### config.mk
export PLATFORM = sky130hd
export DESIGN_NAME = fpu_input_unpacker_flat
export DESIGN_NICKNAME = d
export VERILOG_FILES = /design/src/rtl/fpu_input_unpacker_pkg.sv /design/src/rtl/fpu_input_unpacker_if.sv /design/src/rtl/fpu_input_unpacker_decode.sv /design/src/rtl/fpu_input_unpacker.sv /design/src/flat_wrapper.sv
export SDC_FILE = /design/constraint.sdc
export NUM_CORES = 1
export LEC_CHECK = 0
export CAP_MARGIN = 20
export CORE_ASPECT_RATIO = 1.2
export CORE_MARGIN = 2
export CORE_UTILIZATION = 25
export CTS_CLUSTER_SIZE = 25
export DETAILED_ROUTE_END_ITERATION = 12
export GPL_ROUTABILITY_DRIVEN = 0
export SLEW_MARGIN = 20
export SYNTH_ARGS = -nofsm -noshare
export SYNTH_HDL_FRONTEND = slang
export SYNTH_SLANG_ARGS = --single-unit
### constraint.sdc
create_clock -name clk -period 5 [get_ports clk]
set_input_delay 0.75 -clock clk [delete_from_list [all_inputs] [get_ports clk]]
set_output_delay 0.75 -clock clk [all_outputs]
set_load 0.02 [all_outputs]
### src/rtl/fpu_input_unpacker_pkg.sv
// Shared constants, types and helpers for the FPU input unpacker.
package fpu_input_unpacker_pkg;

    localparam int REG_SIZE  = 64;
    localparam int MANT_W    = 53;
    localparam int EXP_OUT_W = 13;

    // Single-precision field layout
    localparam int SP_FRAC_W  = 23;
    localparam int SP_EXP_LSB = 23;
    localparam int SP_EXP_W   = 8;
    localparam int SP_SIGN    = 31;
    localparam int SP_BIAS    = 127;

    // Double-precision field layout
    localparam int DP_FRAC_W  = 52;
    localparam int DP_EXP_LSB = 52;
    localparam int DP_EXP_W   = 11;
    localparam int DP_SIGN    = 63;
    localparam int DP_BIAS    = 1023;

    typedef enum logic [1:0] {
        ST_IDLE = 2'd0,
        ST_NORM = 2'd1,
        ST_HOLD = 2'd2
    } state_e;

    // One unpacked operand; sub marks an operand that still owes normalization
    typedef struct packed {
        logic                 sign;
        logic [MANT_W-1:0]    mant;
        logic [EXP_OUT_W-1:0] expo;
        logic                 nan;
        logic                 inf;
        logic                 zero;
        logic                 err;
        logic                 sub;
    } op_t;

    // Hidden-bit position for the current format
    function automatic logic hidden_bit(input op_t op, input logic mode);
        return mode ? op.mant[DP_FRAC_W] : op.mant[SP_FRAC_W];
    endfunction

    // One normalization step: shift a subnormal left until the hidden bit is set
    function automatic op_t norm_step(input op_t op, input logic mode);
        op_t r;
        r = op;
        if (op.sub && !hidden_bit(op, mode)) begin
            r.mant = op.mant << 1;
            r.expo = op.expo - EXP_OUT_W'(1);
        end
        return r;
    endfunction

    function automatic logic is_norm(input op_t op, input logic mode);
        return !op.sub || hidden_bit(op, mode);
    endfunction

endpackage

### src/rtl/fpu_input_unpacker_if.sv
// Operand/result handshake bundle between the issuing side and the unpacker.
interface fpu_input_unpacker_if;
    import fpu_input_unpacker_pkg::*;

    logic                 in_valid;
    logic                 in_ready;
    logic                 mode;
    logic [REG_SIZE-1:0]  inA;
    logic [REG_SIZE-1:0]  inB;
    logic                 out_valid;
    logic                 out_ready;
    logic                 mode_out;
    logic                 signA, signB;
    logic [MANT_W-1:0]    mantA, mantB;
    logic [EXP_OUT_W-1:0] expA, expB;
    logic                 nanA, nanB, infA, infB, zeroA, zeroB, errA, errB;

    modport master (
        output in_valid, mode, inA, inB, out_ready,
        input  in_ready, out_valid, mode_out, signA, signB, mantA, mantB,
               expA, expB, nanA, nanB, infA, infB, zeroA, zeroB, errA, errB
    );

    modport slave (
        input  in_valid, mode, inA, inB, out_ready,
        output in_ready, out_valid, mode_out, signA, signB, mantA, mantB,
               expA, expB, nanA, nanB, infA, infB, zeroA, zeroB, errA, errB
    );

endinterface

### src/rtl/fpu_input_unpacker_decode.sv
// Combinational field split and classification of one packed operand.
module fpu_operand_decode
    import fpu_input_unpacker_pkg::*;
(
    input  logic                mode_i,
    input  logic [REG_SIZE-1:0] op_i,
    output op_t                 dec_o
);

    logic [DP_EXP_W-1:0]  e;
    logic [DP_FRAC_W-1:0] f;
    logic                 sign, e_ones, f_msb;
    logic [EXP_OUT_W-1:0] bias;
    logic [MANT_W-1:0]    hid;

    // Extract fields into double-width containers so classification is format-agnostic
    always_comb begin
        if (mode_i) begin
            e      = op_i[DP_EXP_LSB +: DP_EXP_W];
            f      = op_i[0 +: DP_FRAC_W];
            sign   = op_i[DP_SIGN];
            e_ones = &op_i[DP_EXP_LSB +: DP_EXP_W];
            f_msb  = op_i[DP_FRAC_W-1];
            bias   = EXP_OUT_W'(DP_BIAS);
            hid    = MANT_W'(1) << DP_FRAC_W;
        end else begin
            e      = DP_EXP_W'(op_i[SP_EXP_LSB +: SP_EXP_W]);
            f      = DP_FRAC_W'(op_i[0 +: SP_FRAC_W]);
            sign   = op_i[SP_SIGN];
            e_ones = &op_i[SP_EXP_LSB +: SP_EXP_W];
            f_msb  = op_i[SP_FRAC_W-1];
            bias   = EXP_OUT_W'(SP_BIAS);
            hid    = MANT_W'(1) << SP_FRAC_W;
        end
    end

    // Classify and form the initial mantissa/exponent
    always_comb begin
        dec_o      = '0;
        dec_o.sign = sign;
        if (e == '0) begin
            if (f == '0) begin
                dec_o.zero = 1'b1;
            end else begin
                dec_o.sub  = 1'b1;
                dec_o.mant = MANT_W'(f);
                dec_o.expo = EXP_OUT_W'(1) - bias;
            end
        end else if (e_ones) begin
            if (f == '0) begin
                dec_o.inf = 1'b1;
            end else begin
                dec_o.nan  = 1'b1;
                dec_o.err  = !f_msb;
                dec_o.mant = MANT_W'(f);
            end
        end else begin
            dec_o.mant = MANT_W'(f) | hid;
            dec_o.expo = EXP_OUT_W'(e) - bias;
        end
    end

endmodule

### src/rtl/fpu_input_unpacker.sv
// FPU front-end: captures an operand pair, normalizes subnormals one bit per
// cycle and holds the unpacked result until the core accepts it.
module fpu_input_unpacker
    import fpu_input_unpacker_pkg::*;
(
    input  logic                 clk,
    input  logic                 rst_n,
    fpu_input_unpacker_if.slave  bus
);

    state_e state_q, state_d;
    logic   mode_q, mode_d;
    op_t    opa_q, opa_d, opb_q, opb_d;
    op_t    dec_a, dec_b;

    fpu_operand_decode u_dec_a (.mode_i(bus.mode), .op_i(bus.inA), .dec_o(dec_a));
    fpu_operand_decode u_dec_b (.mode_i(bus.mode), .op_i(bus.inB), .dec_o(dec_b));

    // State and datapath registers; reset discards any in-flight operation
    always_ff @(posedge clk or negedge rst_n) begin
        if (!rst_n) begin
            state_q <= ST_IDLE;
            mode_q  <= 1'b0;
            opa_q   <= '0;
            opb_q   <= '0;
        end else begin
            state_q <= state_d;
            mode_q  <= mode_d;
            opa_q   <= opa_d;
            opb_q   <= opb_d;
        end
    end

    // Next state: capture in IDLE, shift both operands in NORM, wait in HOLD
    always_comb begin
        state_d = state_q;
        mode_d  = mode_q;
        opa_d   = opa_q;
        opb_d   = opb_q;
        unique case (state_q)
            ST_IDLE: begin
                if (bus.in_valid) begin
                    mode_d  = bus.mode;
                    opa_d   = dec_a;
                    opb_d   = dec_b;
                    state_d = (dec_a.sub || dec_b.sub) ? ST_NORM : ST_HOLD;
                end
            end
            ST_NORM: begin
                opa_d = norm_step(opa_q, mode_q);
                opb_d = norm_step(opb_q, mode_q);
                // Leave as soon as the shift lands the last hidden bit
                if (is_norm(opa_d, mode_q) && is_norm(opb_d, mode_q))
                    state_d = ST_HOLD;
            end
            ST_HOLD: begin
                if (bus.out_ready)
                    state_d = ST_IDLE;
            end
            default: state_d = ST_IDLE;
        endcase
    end

    // Handshake outputs; in_ready is forced low while reset is held
    always_comb begin
        bus.in_ready  = (state_q == ST_IDLE) && rst_n;
        bus.out_valid = (state_q == ST_HOLD);
    end

    assign bus.mode_out = mode_q;
    assign bus.signA    = opa_q.sign;
    assign bus.mantA    = opa_q.mant;
    assign bus.expA     = opa_q.expo;
    assign bus.nanA     = opa_q.nan;
    assign bus.infA     = opa_q.inf;
    assign bus.zeroA    = opa_q.zero;
    assign bus.errA     = opa_q.err;
    assign bus.signB    = opb_q.sign;
    assign bus.mantB    = opb_q.mant;
    assign bus.expB     = opb_q.expo;
    assign bus.nanB     = opb_q.nan;
    assign bus.infB     = opb_q.inf;
    assign bus.zeroB    = opb_q.zero;
    assign bus.errB     = opb_q.err;

endmodule

### src/flat_wrapper.sv
// flat-port wrapper written by rule: the top's interface ports become plain ports
module fpu_input_unpacker_flat import fpu_input_unpacker_pkg::*;
  (clk, rst_n, bus_in_valid, bus_mode, bus_inA, bus_inB, bus_out_ready, bus_in_ready, bus_out_valid, bus_mode_out, bus_signA, bus_signB, bus_mantA, bus_mantB, bus_expA, bus_expB, bus_nanA, bus_nanB, bus_infA, bus_infB, bus_zeroA, bus_zeroB, bus_errA, bus_errB);
  fpu_input_unpacker_if bus_i ();
  input  logic clk;
  input  logic rst_n;
  input wire logic [$bits(bus_i.in_valid)-1:0] bus_in_valid;
  input wire logic [$bits(bus_i.mode)-1:0] bus_mode;
  input wire logic [$bits(bus_i.inA)-1:0] bus_inA;
  input wire logic [$bits(bus_i.inB)-1:0] bus_inB;
  input wire logic [$bits(bus_i.out_ready)-1:0] bus_out_ready;
  output wire logic [$bits(bus_i.in_ready)-1:0] bus_in_ready;
  output wire logic [$bits(bus_i.out_valid)-1:0] bus_out_valid;
  output wire logic [$bits(bus_i.mode_out)-1:0] bus_mode_out;
  output wire logic [$bits(bus_i.signA)-1:0] bus_signA;
  output wire logic [$bits(bus_i.signB)-1:0] bus_signB;
  output wire logic [$bits(bus_i.mantA)-1:0] bus_mantA;
  output wire logic [$bits(bus_i.mantB)-1:0] bus_mantB;
  output wire logic [$bits(bus_i.expA)-1:0] bus_expA;
  output wire logic [$bits(bus_i.expB)-1:0] bus_expB;
  output wire logic [$bits(bus_i.nanA)-1:0] bus_nanA;
  output wire logic [$bits(bus_i.nanB)-1:0] bus_nanB;
  output wire logic [$bits(bus_i.infA)-1:0] bus_infA;
  output wire logic [$bits(bus_i.infB)-1:0] bus_infB;
  output wire logic [$bits(bus_i.zeroA)-1:0] bus_zeroA;
  output wire logic [$bits(bus_i.zeroB)-1:0] bus_zeroB;
  output wire logic [$bits(bus_i.errA)-1:0] bus_errA;
  output wire logic [$bits(bus_i.errB)-1:0] bus_errB;
  assign bus_i.in_valid = bus_in_valid;
  assign bus_i.mode = bus_mode;
  assign bus_i.inA = bus_inA;
  assign bus_i.inB = bus_inB;
  assign bus_i.out_ready = bus_out_ready;
  assign bus_in_ready = bus_i.in_ready;
  assign bus_out_valid = bus_i.out_valid;
  assign bus_mode_out = bus_i.mode_out;
  assign bus_signA = bus_i.signA;
  assign bus_signB = bus_i.signB;
  assign bus_mantA = bus_i.mantA;
  assign bus_mantB = bus_i.mantB;
  assign bus_expA = bus_i.expA;
  assign bus_expB = bus_i.expB;
  assign bus_nanA = bus_i.nanA;
  assign bus_nanB = bus_i.nanB;
  assign bus_infA = bus_i.infA;
  assign bus_infB = bus_i.infB;
  assign bus_zeroA = bus_i.zeroA;
  assign bus_zeroB = bus_i.zeroB;
  assign bus_errA = bus_i.errA;
  assign bus_errB = bus_i.errB;
  fpu_input_unpacker u_core (.clk(clk), .rst_n(rst_n), .bus(bus_i));
endmodule
### Yosys cells after proc, flatten, opt, wreduce, memory -nomap -nowiden

Cells that the tools add are included.

* add/subtract/negate cells: 5
* equality and inequality tests: 7
* muxes and demuxes: 57
* bitwise logic cells: 3
* reduce and logical (&&, ||, !) cells: 29

Operator list (count)
* 66-bit 2-to-1 mux: 6
* 72-bit one-hot mux with 2 select lines: 2
* 52-bit 2-to-1 mux: 4
* 53-bit 2-to-1 mux: 3
* 72-bit 2-to-1 mux: 2
* 65-bit 2-to-1 mux: 2
* 52-bit by 53-bit bitwise OR with 53-bit output: 2
* 52-bit logical NOT: 2
* 13-bit 2-to-1 mux: 2
* 11-bit by 13-bit subtractor with 13-bit output: 2
* 13-bit by 1-bit subtractor with 13-bit output, second input constant: 2
* 1-bit 2-to-1 mux: 24
* 11-bit logical NOT: 2
* 11-bit 2-to-1 mux: 2
* 11-bit AND reduction: 2
* 2-bit 2-to-1 mux: 8
* 8-bit AND reduction: 2
* 1-bit by 13-bit subtractor with 13-bit output, first input constant: 1
* 3-bit AND reduction: 4
* 10-bit 2-to-1 mux: 1
* 1-bit logical NOT: 6
* 2-bit by 1-bit inequality test with 1-bit output, second input constant: 3
* 2-bit one-hot mux with 3 select lines: 1
* 1-bit logical AND: 4
* 8 further kinds: 12

* flip-flop bits (word level): 147
* input port bits: 133
* output and inout bits: 145

### Depth between registers and ports, before layout

* depth in word-level cells: 10
* depth in mapped cells: 15
* depth with buffers taken out: 10

### Hierarchy

Synthesis repeated with hierarchy kept, for this count alone.

* cell total of the unflattened synthesis: 1196
* area, all modules: 9998.3 um^2

By module, submodules not included
* fpu_input_unpacker: instances 1, cells an instance 838, area an instance 7588.5 um^2
* fpu_operand_decode: instances 2, cells an instance 179, area an instance 1204.9 um^2

### Worst setup path after synthesis

No wires, ideal clock.

* path kind: input to register
* start point: input bus_mode
* end point: register u_core.opb_q (netlist bit u_core.bus.mantB[24])
* setup time: 0.120 ns
* arrival: 3.584 ns
* setup slack: 1.296 ns
* cell stages on the path: 15
* buffers on the path: 7
* cell sequence: buf_4 -> buf_2 -> buf_2 -> buf_2 -> buf_2 -> mux2i_1 -> ha_1 -> nor4bb_1 -> nand2_1 -> a21oi_1 -> nor2_1 -> o21a_1 -> clkbuf_1 -> buf_2 -> a31o_2

* cells in the longest elaborated chain, start to end: 7

Ends and longest elaborated chain
* start, declared: RTL line flat_wrapper.sv:8 `input wire logic [$bits(bus_i.mode)-1:0] bus_mode;`
* 52-bit 2-to-1 mux: RTL line fpu_input_unpacker_decode.sv:18 `if (mode_i) begin`
* 52-bit logical NOT: RTL line fpu_input_unpacker_decode.sv:42, fpu_input_unpacker_decode.sv:50
* 52-bit 2-to-1 mux: RTL line fpu_input_unpacker_decode.sv:50 `if (f == '0) begin`
* 53-bit 2-to-1 mux: RTL line fpu_input_unpacker_decode.sv:49 `end else if (e_ones) begin`
* 66-bit 2-to-1 mux *: RTL line fpu_input_unpacker_decode.sv:41 `if (e == '0) begin`
* 72-bit 2-to-1 mux *: RTL line fpu_input_unpacker.sv:42 `if (bus.in_valid) begin`
* 72-bit one-hot mux with 2 select lines *: RTL line fpu_input_unpacker.sv:40 `unique case (state_q)`
* end signal, assigned: RTL line fpu_input_unpacker.sv:30 `opb_q <= opb_d;`
* end, declared: RTL line fpu_input_unpacker.sv:13 `op_t opa_q, opa_d, opb_q, opb_d;`

Every way passes the cells marked *; elsewhere a longest branch is shown, timed or not. The select of a mux whose other input is x is not followed.
A chain may end at the register's enable or synchronous reset.

### Final worst setup path

* start point: input bus_inB[24]
* end point: register u_core.opb_q (netlist bit u_core.bus.mantB[51])

* cells in the longest elaborated chain, start to end: 7

Ends and longest elaborated chain
* start, declared: RTL line flat_wrapper.sv:10 `input wire logic [$bits(bus_i.inB)-1:0] bus_inB;`
* 52-bit 2-to-1 mux: RTL line fpu_input_unpacker_decode.sv:18
* 52-bit logical NOT: RTL line fpu_input_unpacker_decode.sv:42, fpu_input_unpacker_decode.sv:50
* 52-bit 2-to-1 mux: RTL line fpu_input_unpacker_decode.sv:50
* 53-bit 2-to-1 mux: RTL line fpu_input_unpacker_decode.sv:49
* 66-bit 2-to-1 mux *: RTL line fpu_input_unpacker_decode.sv:41
* 72-bit 2-to-1 mux *: RTL line fpu_input_unpacker.sv:42
* 72-bit one-hot mux with 2 select lines *: RTL line fpu_input_unpacker.sv:40

Marks and branches as above.

==> flow_summary.toml <==
[floorplan]
io_pins = 278
dieHeight_um = 217
rows = 77
dieArea_um2 = 39200
die_w_um = 181
initial_core_util = 0.254
coreArea_um2 = 37000

[timing]
finalClockSkew_ps = 14.6
clock.fmax_mhz = 307
rsz0062_at_grt = "false"
finalHoldViolations = 0
timing.slew.headroom = 0.482
fin_crit_ps = 3250
worst_pin_slew_ps = 777
setup_violations = 0
setup_slack_ps = 1750
holdWs_ps = 233
maxSlewViolCount = 0
setup_tns_ps = 0
post-route-period-util = 0.651

[synthesis]
yosysWarnings = 0
synth_cell_type_count = 69
synth_top_family_by_area = "compound AO/OA/AOI/OAI gates"
yosysTopAreaCell = "dfrtp_1"
synthArstFlopShare = 1.00
synth_top_area_frac = 0.391
muxShareOfSynthArea = 0.0187
synth_edf_count = 0
postSynthCellCount = 1106
synth_area_leaders = "dfrtp_1 39%, buf_4 11%, nor2_1 5.5%"
yosysSeqAreaShare = 0.391
ys_ff_latch = 147
synthSimpleGateAreaFrac = 0.184
syn_area_um2 = 9410
synth_common_cells = "147 x dfrtp_1, 137 x nor2_1, 134 x buf_4"
synth-xor-area-share = 0.0195
synth_area_per_cell_um2 = 8.51
synth_fa_ha_area_frac = 0.0106
synth_most_common_cell = "dfrtp_1"
ys.flop_type = "dfrtp_1"
synth-compound-area-share = 0.230
syn_nets = 1247

[worst_setup_path]
crit_chain = "clkdlybuf4s50_1, mux2i_1, ha_1, nor4bb_1, nand2_1, a21oi_1, nor2_1, o21a_4, a31o_2"
rr_worst_depth = 6
cp-endpoint = "u_core.bus.mantB[51]"
critical_path.slowest_cell = "clkdlybuf4s50_1"
arrival_ps = 3590
critPathLaunchType = "primary input"
r2r_setup_slack_ps = 2260
cp_max_fo = 51
cp.required_ps = 5330
r2r_start = "u_core.bus.mode_out"
regToRegEndpoint = "u_core.bus.expB[12]"
crit_path_start = "bus_inB[24]"
cp-end-kind = "register"
path_class = "primary input to register"
slowest_delay_ps = 550

[place]
port_buffers = 277
place_ws_ps = 1000
placedCellCount = 1674
dpl.hpwl_mm = 25.6
place_area_um2 = 11600

[layout]
fin_util = 0.331
area_growth_pct = 30.1
layout-drive-gt1-share = 0.0868
n_fill_cell = 3880
stdcell_count = 1708
register_area_um2 = 3680
fin_area_um2 = 12200
multiInputGateArea_um2 = 4380
nets = 1361

[global_routing]
antenna_found_initial = 1
grt.overflow.total = 0
grt_max_degree = 62
grt_pass1_vias = 8818
grt_pass1_wl_mm = 52.8
globalRouteTotalUtil = 0.175

[power]
leakagePower_nw = 5.18
power_frac_comb = 0.349
power.clock.fraction = 0.284
netSwitchingFraction = 0.372
p_int_mw = 2.90
p_sw_mw = 1.71
p_seq_frac = 0.367
p_per_area_nw_per_um2 = 376
peakVddDrop_uv = 220
power_mw = 4.61

[clock_tree]
clock_path_buffers = 2
clockRootBuffer = "clkbuf_16"
cts.sinks = 147
cts_buffers = 17
hold_buffers = 0
cts_setup_buffers = 0
htree_levels = 4
cts_tree = "done"
post_cts_resized = 0
path_clk_slew_ps = 70
clock_latency_ps = 440

[detailed_routing]
drt_wl_total_mm = 35.3
via_count = 8805
drc = 0
drt_iter0_drc = 681
ant_nets = 0
firstDrtPassIters = 5
avgRoutedWirePerCell_um = 20.7
via_per_inst = 5.16

[outcome]
outcome = "finished clean"

[worst_hold_path]
worstHoldPathType = "primary input to asynchronous set/reset pin"

[job]
drv_cap = 0
-- metal layers --
layer  track usage  up-vias  wire [um]
met1         0.209     4333      14300
li1              -     4083          -
met3        0.0393       42       2240
met4        0.0591        0        773
met5             0        -          0
met2         0.308      347      18000
-- worst max-delay path: cells and delay by family --
family | cells | cell delay (ps)
buf+inv | 1 | 550
simple gates | 3 | 610
mux | 1 | 250
compound gates | 3 | 1170
fa+ha+maj | 1 | 200
-- layout by cell type, fill, tap and decap left out, types with 4 or more instances in the layout --
| cell | instances |
|---|---|
| ha_1 | 8 |
| o221ai_1 | 5 |
| clkbuf_16 | 17 |
| a22oi_1 | 16 |
| a32oi_1 | 4 |
| xor2_1 | 10 |
| nand2b_1 | 7 |
| nand2_1 | 98 |
| a222oi_1 | 13 |
| mux2_2 | 5 |
| buf_4 | 18 |
| nor4_1 | 30 |
| dfrtp_1 | 147 |
| a22o_1 | 23 |
| a21o_1 | 27 |
| inv_8 | 4 |
| nand3_1 | 21 |
| o21ai_0 | 57 |
| xnor2_1 | 11 |
| nand3b_1 | 6 |
| nor2_1 | 135 |
| a31oi_1 | 7 |
| clkinvlp_4 | 5 |
| mux2i_1 | 12 |
| a31o_2 | 31 |
| o31ai_1 | 5 |
| inv_1 | 26 |
| a211oi_1 | 6 |
| nor3_1 | 18 |
| nor2b_1 | 8 |
| nand4_1 | 18 |
| a21oi_1 | 85 |
| clkdlybuf4s50_1 | 275 |
-- how the worst min path moves through the flow --
stage,startpoint,endpoint,depth (start not counted)
2_1_floorplan,rst_n,u_core.bus.errA,0
3_3_place_gp,u_core.bus.nanB,u_core.bus.nanB,2
3_5_place_dp,u_core.bus.infA,u_core.bus.infA,2
4_1_cts,rst_n,u_core.bus.mantA[19],1
5_1_grt,rst_n,u_core.bus.mantA[19],1
6_report,rst_n,u_core.bus.mantA[19],1
-- layout make-up --
cell class	count	share of cell area
Multi-Input combinational cell	732	0.358
Sequential cell	147	0.300
Timing Repair Buffer	295	0.238
Tap cell	474	0.0484
Clock buffer	18	0.0350
Clock inverter	14	0.0121
Inverter	27	0.00828
Antenna cell	1	0.000204
-- registers in the layout, indices dropped and copies added, names as in the netlist, 2 cells and up --
register,flops
u_core.bus.expB,13
u_core.bus.expA,13
u_core.state_q,2
u_core.bus.mantA,53
u_core.bus.mantB,53
-- power groups by stage --
| stage | Combinational, mW | Clock (mW) | Sequential [mW] |
|---|---|---|---|
| after floorplan | 1.16 | 0 | 1.61 |
| after global placement | 1.60 | 0 | 1.70 |
| after detailed placement | 1.62 | 0 | 1.71 |
| after CTS | 1.62 | 1.35 | 1.69 |
| after global routing | 1.73 | 1.40 | 1.73 |
| final | 1.61 | 1.31 | 1.69 |
-- kinds of logic after synthesis --
kind of cell | Yosys count
AO/OA/AOI/OAI | 316
XOR/XNOR | 21
adder cells (fa/ha/maj) | 8
buffers and inverters | 227
flip-flops | 147
multiplexers | 17
AND/OR/NAND/NOR | 370
Power figures use the tool's default switching activity.
